`config.mk`:
```
export PLATFORM = sky130hd
export DESIGN_NAME = multicycle_control_unit_flat
export DESIGN_NICKNAME = d
export VERILOG_FILES = /design/src/rtl/multicycle_control_unit_if.sv /design/src/rtl/multicycle_control_unit.sv /design/src/flat_wrapper.sv
export SDC_FILE = /design/constraint.sdc
export NUM_CORES = 1
export LEC_CHECK = 0
export BUFFER_PORTS_ARGS = -buffer_cell sky130_fd_sc_hd__buf_2
export CAP_MARGIN = 10
export CORE_UTILIZATION = 30
export CTS_CLUSTER_SIZE = 14
export DETAILED_ROUTE_END_ITERATION = 10
export REMOVE_ABC_BUFFERS = 1
export SLEW_MARGIN = 5
export SYNTH_ARGS = -nofsm -noshare
export SYNTH_HDL_FRONTEND = slang
export SYNTH_SLANG_ARGS = --single-unit
```
`constraint.sdc`:
```
create_clock -name clk -period 1.9 [get_ports clk]
set_input_delay 0.57 -clock clk [delete_from_list [all_inputs] [get_ports clk]]
set_output_delay 0.57 -clock clk [all_outputs]
set_load 0.01 [all_outputs]
```
`src/rtl/multicycle_control_unit_if.sv`:
```
// Control bus between the multicycle control unit and the rest of the datapath.
// The control unit is the master: it consumes the opcode and memory handshake
// and drives every strobe, the ALU class, the sticky flags and the debug state.
interface multicycle_control_unit_if #(
  parameter int ALUOP_W = 2
);
  logic [6:0]         opcode;
  logic               mem_ready;
  logic               pc_write;
  logic               ir_write;
  logic               mem_read;
  logic               mem_write;
  logic               mem_to_reg;
  logic               alu_src;
  logic               reg_write;
  logic               branch;
  logic               jump;
  logic [ALUOP_W-1:0] alu_op;
  logic               illegal;
  logic               timeout;
  logic [2:0]         state;

  modport master (
    input  opcode, mem_ready,
    output pc_write, ir_write, mem_read, mem_write, mem_to_reg, alu_src,
           reg_write, branch, jump, alu_op, illegal, timeout, state
  );

  modport slave (
    output opcode, mem_ready,
    input  pc_write, ir_write, mem_read, mem_write, mem_to_reg, alu_src,
           reg_write, branch, jump, alu_op, illegal, timeout, state
  );
endinterface

```
`src/rtl/multicycle_control_unit.sv`:
```
// Multicycle RISC-V style control unit: FETCH/DECODE/EXECUTE/MEM/WB FSM with a
// bounded memory wait counter and an absorbing TRAP state that records either
// an undecodable opcode or a memory timeout until the next reset.
module multicycle_control_unit #(
  parameter int ALUOP_W = 2,
  parameter int TIMEOUT = 16,
  parameter int CNT_W   = 5
) (
  input logic                       clk,
  input logic                       reset_n,
  multicycle_control_unit_if.master bus
);

  typedef enum logic [2:0] {
    FETCH   = 3'd0,
    DECODE  = 3'd1,
    EXECUTE = 3'd2,
    MEM     = 3'd3,
    WB      = 3'd4,
    TRAP    = 3'd5
  } state_e;

  typedef enum logic [2:0] {
    CLS_R, CLS_IALU, CLS_LOAD, CLS_STORE, CLS_BRANCH, CLS_JAL, CLS_ILLEGAL
  } opClass_e;

  function automatic opClass_e decodeClass(input logic [6:0] op);
    case (op)
      7'b0110011: decodeClass = CLS_R;
      7'b0010011: decodeClass = CLS_IALU;
      7'b0000011: decodeClass = CLS_LOAD;
      7'b0100011: decodeClass = CLS_STORE;
      7'b1100011: decodeClass = CLS_BRANCH;
      7'b1101111: decodeClass = CLS_JAL;
      default:    decodeClass = CLS_ILLEGAL;
    endcase
  endfunction

  state_e             stateCur;
  state_e             stateNext;
  logic [6:0]         opReg;
  logic [CNT_W-1:0]   waitCnt;
  logic               illegalFlag;
  logic               timeoutFlag;
  logic               illegalSet;
  logic               timeoutSet;
  logic               waiting;
  logic               waitExpired;
  opClass_e           liveClass;
  opClass_e           execClass;

  logic               pcWrite;
  logic               irWrite;
  logic               memRead;
  logic               memWrite;
  logic               memToReg;
  logic               aluSrc;
  logic               regWrite;
  logic               branchOut;
  logic               jumpOut;
  logic [ALUOP_W-1:0] aluOp;

  // DECODE classifies the live opcode; later states only see the latched copy.
  assign liveClass = decodeClass(bus.opcode);
  assign execClass = decodeClass(opReg);

  // A wait cycle is one spent in FETCH or MEM without a memory response; the
  // wait that would bring the counter up to TIMEOUT is the one that traps.
  assign waiting     = ((stateCur == FETCH) || (stateCur == MEM)) && !bus.mem_ready;
  assign waitExpired = (waitCnt == CNT_W'(TIMEOUT - 1));

  // State register, latched opcode, wait counter and sticky flags.
  always_ff @(posedge clk) begin
    if (!reset_n) begin
      stateCur    <= FETCH;
      opReg       <= '0;
      waitCnt     <= '0;
      illegalFlag <= 1'b0;
      timeoutFlag <= 1'b0;
    end else begin
      stateCur <= stateNext;
      if (stateCur == DECODE) opReg <= bus.opcode;
      if (stateNext != stateCur) waitCnt <= '0;
      else if (waiting)          waitCnt <= waitCnt + CNT_W'(1);
      if (illegalSet) illegalFlag <= 1'b1;
      if (timeoutSet) timeoutFlag <= 1'b1;
    end
  end

  // Next-state selection and trap-cause detection.
  always_comb begin
    stateNext  = FETCH;
    illegalSet = 1'b0;
    timeoutSet = 1'b0;
    case (stateCur)
      FETCH: begin
        if (bus.mem_ready)     stateNext = DECODE;
        else if (waitExpired) begin
          stateNext  = TRAP;
          timeoutSet = 1'b1;
        end else               stateNext = FETCH;
      end
      DECODE: begin
        if (liveClass == CLS_ILLEGAL) begin
          stateNext  = TRAP;
          illegalSet = 1'b1;
        end else begin
          stateNext = EXECUTE;
        end
      end
      EXECUTE: begin
        case (execClass)
          CLS_R, CLS_IALU, CLS_JAL: stateNext = WB;
          CLS_LOAD, CLS_STORE:      stateNext = MEM;
          default:                  stateNext = FETCH;
        endcase
      end
      MEM: begin
        if ((execClass != CLS_LOAD) && (execClass != CLS_STORE)) stateNext = FETCH;
        else if (bus.mem_ready) stateNext = (execClass == CLS_LOAD) ? WB : FETCH;
        else if (waitExpired) begin
          stateNext  = TRAP;
          timeoutSet = 1'b1;
        end else                stateNext = MEM;
      end
      WB:      stateNext = FETCH;
      TRAP:    stateNext = TRAP;
      default: stateNext = FETCH;
    endcase
  end

  // Output decode per state and class; everything is held low during reset.
  always_comb begin
    pcWrite   = 1'b0;
    irWrite   = 1'b0;
    memRead   = 1'b0;
    memWrite  = 1'b0;
    memToReg  = 1'b0;
    aluSrc    = 1'b0;
    regWrite  = 1'b0;
    branchOut = 1'b0;
    jumpOut   = 1'b0;
    aluOp     = '0;
    if (reset_n) begin
      case (stateCur)
        FETCH: begin
          memRead = 1'b1;
          if (bus.mem_ready) begin
            irWrite = 1'b1;
            pcWrite = 1'b1;
          end
        end
        EXECUTE: begin
          case (execClass)
            CLS_R:    aluOp = ALUOP_W'(2'd2);
            CLS_IALU: begin
              aluOp  = ALUOP_W'(2'd3);
              aluSrc = 1'b1;
            end
            CLS_LOAD, CLS_STORE: aluSrc = 1'b1;
            CLS_BRANCH: begin
              aluOp     = ALUOP_W'(2'd1);
              branchOut = 1'b1;
            end
            CLS_JAL: begin
              jumpOut = 1'b1;
              pcWrite = 1'b1;
            end
            default: ;
          endcase
        end
        MEM: begin
          memRead  = (execClass == CLS_LOAD);
          memWrite = (execClass == CLS_STORE);
        end
        WB: begin
          regWrite = 1'b1;
          memToReg = (execClass == CLS_LOAD);
        end
        default: ;
      endcase
    end
  end

  assign bus.pc_write   = pcWrite;
  assign bus.ir_write   = irWrite;
  assign bus.mem_read   = memRead;
  assign bus.mem_write  = memWrite;
  assign bus.mem_to_reg = memToReg;
  assign bus.alu_src    = aluSrc;
  assign bus.reg_write  = regWrite;
  assign bus.branch     = branchOut;
  assign bus.jump       = jumpOut;
  assign bus.alu_op     = aluOp;
  assign bus.illegal    = reset_n & illegalFlag;
  assign bus.timeout    = reset_n & timeoutFlag;
  assign bus.state      = stateCur;

endmodule

```
`src/flat_wrapper.sv`:
```
// flat-port wrapper written by rule: the top's interface ports become plain ports
module multicycle_control_unit_flat 
#(
  parameter int ALUOP_W = 2,
  parameter int TIMEOUT = 16,
  parameter int CNT_W   = 5
)
  (clk, reset_n, bus_opcode, bus_mem_ready, bus_pc_write, bus_ir_write, bus_mem_read, bus_mem_write, bus_mem_to_reg, bus_alu_src, bus_reg_write, bus_branch, bus_jump, bus_alu_op, bus_illegal, bus_timeout, bus_state);
  multicycle_control_unit_if #(.ALUOP_W(ALUOP_W)) bus_i ();
  input logic clk;
  input logic reset_n;
  input wire logic [$bits(bus_i.opcode)-1:0] bus_opcode;
  input wire logic [$bits(bus_i.mem_ready)-1:0] bus_mem_ready;
  output wire logic [$bits(bus_i.pc_write)-1:0] bus_pc_write;
  output wire logic [$bits(bus_i.ir_write)-1:0] bus_ir_write;
  output wire logic [$bits(bus_i.mem_read)-1:0] bus_mem_read;
  output wire logic [$bits(bus_i.mem_write)-1:0] bus_mem_write;
  output wire logic [$bits(bus_i.mem_to_reg)-1:0] bus_mem_to_reg;
  output wire logic [$bits(bus_i.alu_src)-1:0] bus_alu_src;
  output wire logic [$bits(bus_i.reg_write)-1:0] bus_reg_write;
  output wire logic [$bits(bus_i.branch)-1:0] bus_branch;
  output wire logic [$bits(bus_i.jump)-1:0] bus_jump;
  output wire logic [$bits(bus_i.alu_op)-1:0] bus_alu_op;
  output wire logic [$bits(bus_i.illegal)-1:0] bus_illegal;
  output wire logic [$bits(bus_i.timeout)-1:0] bus_timeout;
  output wire logic [$bits(bus_i.state)-1:0] bus_state;
  assign bus_i.opcode = bus_opcode;
  assign bus_i.mem_ready = bus_mem_ready;
  assign bus_pc_write = bus_i.pc_write;
  assign bus_ir_write = bus_i.ir_write;
  assign bus_mem_read = bus_i.mem_read;
  assign bus_mem_write = bus_i.mem_write;
  assign bus_mem_to_reg = bus_i.mem_to_reg;
  assign bus_alu_src = bus_i.alu_src;
  assign bus_reg_write = bus_i.reg_write;
  assign bus_branch = bus_i.branch;
  assign bus_jump = bus_i.jump;
  assign bus_alu_op = bus_i.alu_op;
  assign bus_illegal = bus_i.illegal;
  assign bus_timeout = bus_i.timeout;
  assign bus_state = bus_i.state;
  multicycle_control_unit #(.ALUOP_W(ALUOP_W), .TIMEOUT(TIMEOUT), .CNT_W(CNT_W)) u_core (.clk(clk), .reset_n(reset_n), .bus(bus_i));
endmodule
```
==> impl_metrics.ini <==
[clock_network]
clock_sinks = 17
clk_pin_slew_ns = 0.11
clkLatencyLatePin_ns = 0.29
cts_buffers = 3
cts_root_buffer = clkbuf_4
cts_tree = yes
htreeDepth = 1
ctsHoldBuffers = 0
cts_buffer_depth = 2

[place]
port_buffers = 25
gp_congestion = 0.894
dp_hpwl_mm = 1.97
place_area_sq_um = 1330
dp_slack_ns = -0.181

[pwr]
clockPowerShare = 0.252
swShare = 0.305
p_total_uw = 799
power_density_nw_per_um2 = 509
power.net_switching_uw = 244
p_int_uw = 555
ir_worst_vdd_v = 0.000263
p_leak_uw = 0.000664
seqPwrFrac = 0.499
combPwrFrac = 0.249

[critical_path]
endpoint = bus_mem_write
worst_setup_path_end_kind = output pin
worstReg2RegStart = u_core.waitCnt[0]$_SDFFE_PP0P_
start_kind = flip-flop
reg2reg_depth = 7
path_max_fanout = 4
r2r-end = u_core.waitCnt[0]$_SDFFE_PP0P_
path_cells = buf_6 -> xnor2_2 -> nor3_2 -> nor2_2 -> nor4_2 -> buf_2
critical_path_arrival_ns = 1.59
crit_slowest_cell = dfxtp_4
required_ns = 1.33
path_class = flip-flop to output pin
max_stage_delay_ns = 0.38
cp-startpoint = u_core.opReg[5]$_SDFFE_PN0N_
r2r_slack_ns = 0.22

[detailed_routing]
wl_mm = 2.80
routedWlPerCell_um = 12.8
drc = 0
initialDrtViolationCount = 49
drt_pass1_iterations = 4
antenna_left = 0
vias = 1064
viasPerCell = 4.88

[job]
maxCapViolations = 0

[global_route]
grt_start_max_net_pins = 13
track_usage = 0.148
gr-total-overflow = 0
antenna_found_initial = 0
grt_pass1_vias = 938
grt_pass1_wl_mm = 4.17

[sta]
setup_viol = 9
fin_setup_tns_ns = -1.62
rsz0062_at_grt = yes
worstMarginPinSlew_ns = 0.532
fin_hold_ws_ns = 0.470
drv_slew = 0
hold_violations = 0
slew_headroom = 0.644
fin_crit_sh = 1.13
fmax_mhz = 464
period_minus_slack_ns = 2.16
clock_skew_ns = 0.0119
setup_ws_ns = -0.256

[layout]
fillCellCount = 311
multi_input_area_sq_um = 749
antenna_cells = 0
layout_common_cells = buf_2 (22), nor2_1 (21), buf_4 (18)
drive_above_1_share = 0.529
area_delta_synth_final_pct = 51.1
seqCellArea_sq_um = 359
final_area_sq_um = 1570
layout.nets = 187
layout_commonest_cell = buf_2

[floorplan]
die_area_sq_um = 3700
chipWidth_um = 60.8
ios = 26
fp.dieH_um = 60.8
initial_core_util = 0.327
core.rowCount = 20
core-area_sq_um = 3180

[synth]
synth_seq_area_share = 0.328
synth_enable_flop_cells = 0
synth_area_sq_um = 1040
synth_flop_cell = dfxtp_1
synth_top_area_frac = 0.328
synth-seq-cells = 17
avgSynthCellArea_sq_um = 8.31
syn_inst = 125
synthTopCellsByArea = dfxtp_1 (33%), nor2_1 (9.8%), mux2i_1 (7.7%)
yosys_warnings = 0
ys_types = 42
synth_top_cell_by_area = dfxtp_1
ys_async_sr_fraction = 0

[status]
status = finished with violations
violations = setup timing

[worst_hold_path]
hold_class = flip-flop to flip-flop
## stage by stage
| stage | std cells | utilization |
|---|---|---|
| floorplan | 121 | - |
| global placement | 207 | 0.418 |
| detailed placement | 207 | 0.418 |
| CTS | 212 | 0.441 |
| global route | 218 | 0.494 |
| finish | 218 | 0.494 |
## state kept, by name (all words and copies together) (netlist names)
name and count:
u_core.opReg 7, u_core.waitCnt 5, u_core.illegalFlag 1, u_core.timeoutFlag 1
u_core.bus.state 3
## critical path, delay by kind of cell (launching register included)
family        cells  cell delay (ns)
simple gates      3             0.50
buf+inv           2             0.29
xor+xnor          1             0.13
flops             1             0.38
## cells by family after synthesis
family	synth area share
AO/OA/AOI/OAI	0.163
XOR/XNOR	0.0337
adder cells (fa/ha/maj)	0.0241
buffers and inverters	0.0434
flip-flops	0.328
multiplexers	0.0771
AND/OR/NAND/NOR	0.331
## routing by layer
metal | share of wire | GRT usage | vias up
met5 | 0 | 0 | -
li1 | - | - | 535
met1 | 0.47 | 0.203 | 498
met4 | 0.0046 | 0.0292 | 0
met2 | 0.49 | 0.248 | 29
met3 | 0.041 | 0.0213 | 2
## worst min-delay path by stage
stage / depth (start not counted) / slack [ns] / from / endpoint
2_1_floorplan: 1 / 0.43 / u_core.illegalFlag$_SDFFE_PN0P_ / u_core.illegalFlag$_SDFFE_PN0P_
3_3_place_gp: 1 / 0.44 / u_core.illegalFlag$_SDFFE_PN0P_ / u_core.illegalFlag$_SDFFE_PN0P_
3_5_place_dp: 1 / 0.45 / u_core.illegalFlag$_SDFFE_PN0P_ / u_core.illegalFlag$_SDFFE_PN0P_
4_1_cts: 1 / 0.47 / u_core.illegalFlag$_SDFFE_PN0P_ / u_core.illegalFlag$_SDFFE_PN0P_
5_1_grt: 1 / 0.49 / u_core.illegalFlag$_SDFFE_PN0P_ / u_core.illegalFlag$_SDFFE_PN0P_
6_report: 1 / 0.47 / u_core.illegalFlag$_SDFFE_PN0P_ / u_core.illegalFlag$_SDFFE_PN0P_
## synthesized netlist by cell type, drive strengths merged, types with 3 or more instances
cell / n
nor3: 4
nand2: 7
a21oi: 5
dfxtp: 17
nand3: 3
nor2: 27
clkbuf: 3
o21ai: 4
o21a: 4
mux2i: 8
and2: 3
and3: 4
inv: 7
## area by class of cell
cell class,instances,area share
flip-flops and latches,17,0.229
clock buffers,3,0.0144
repair buffers,49,0.221
multi-input cells,97,0.478
clock inverters,1,0.00478
well taps,44,0.0351
inverters,7,0.0183
## power groups by stage
stage	combinational, uW	clock (uW)	sequential, uW
6_report	199	202	399
5_1_grt	216	230	401
4_1_cts	166	210	398
3_5_place_dp	163	0	403
3_3_place_gp	159	0	403
2_1_floorplan	96.0	0	403
## what timing repair did
action | in CTS | in global routing
resized for setup | 12 | 37
endpoints found under the setup margin | 10 | 11
pin swaps | 3 | 10
buffers inserted | 1 | 6
Power figures use the tool's default switching activity.
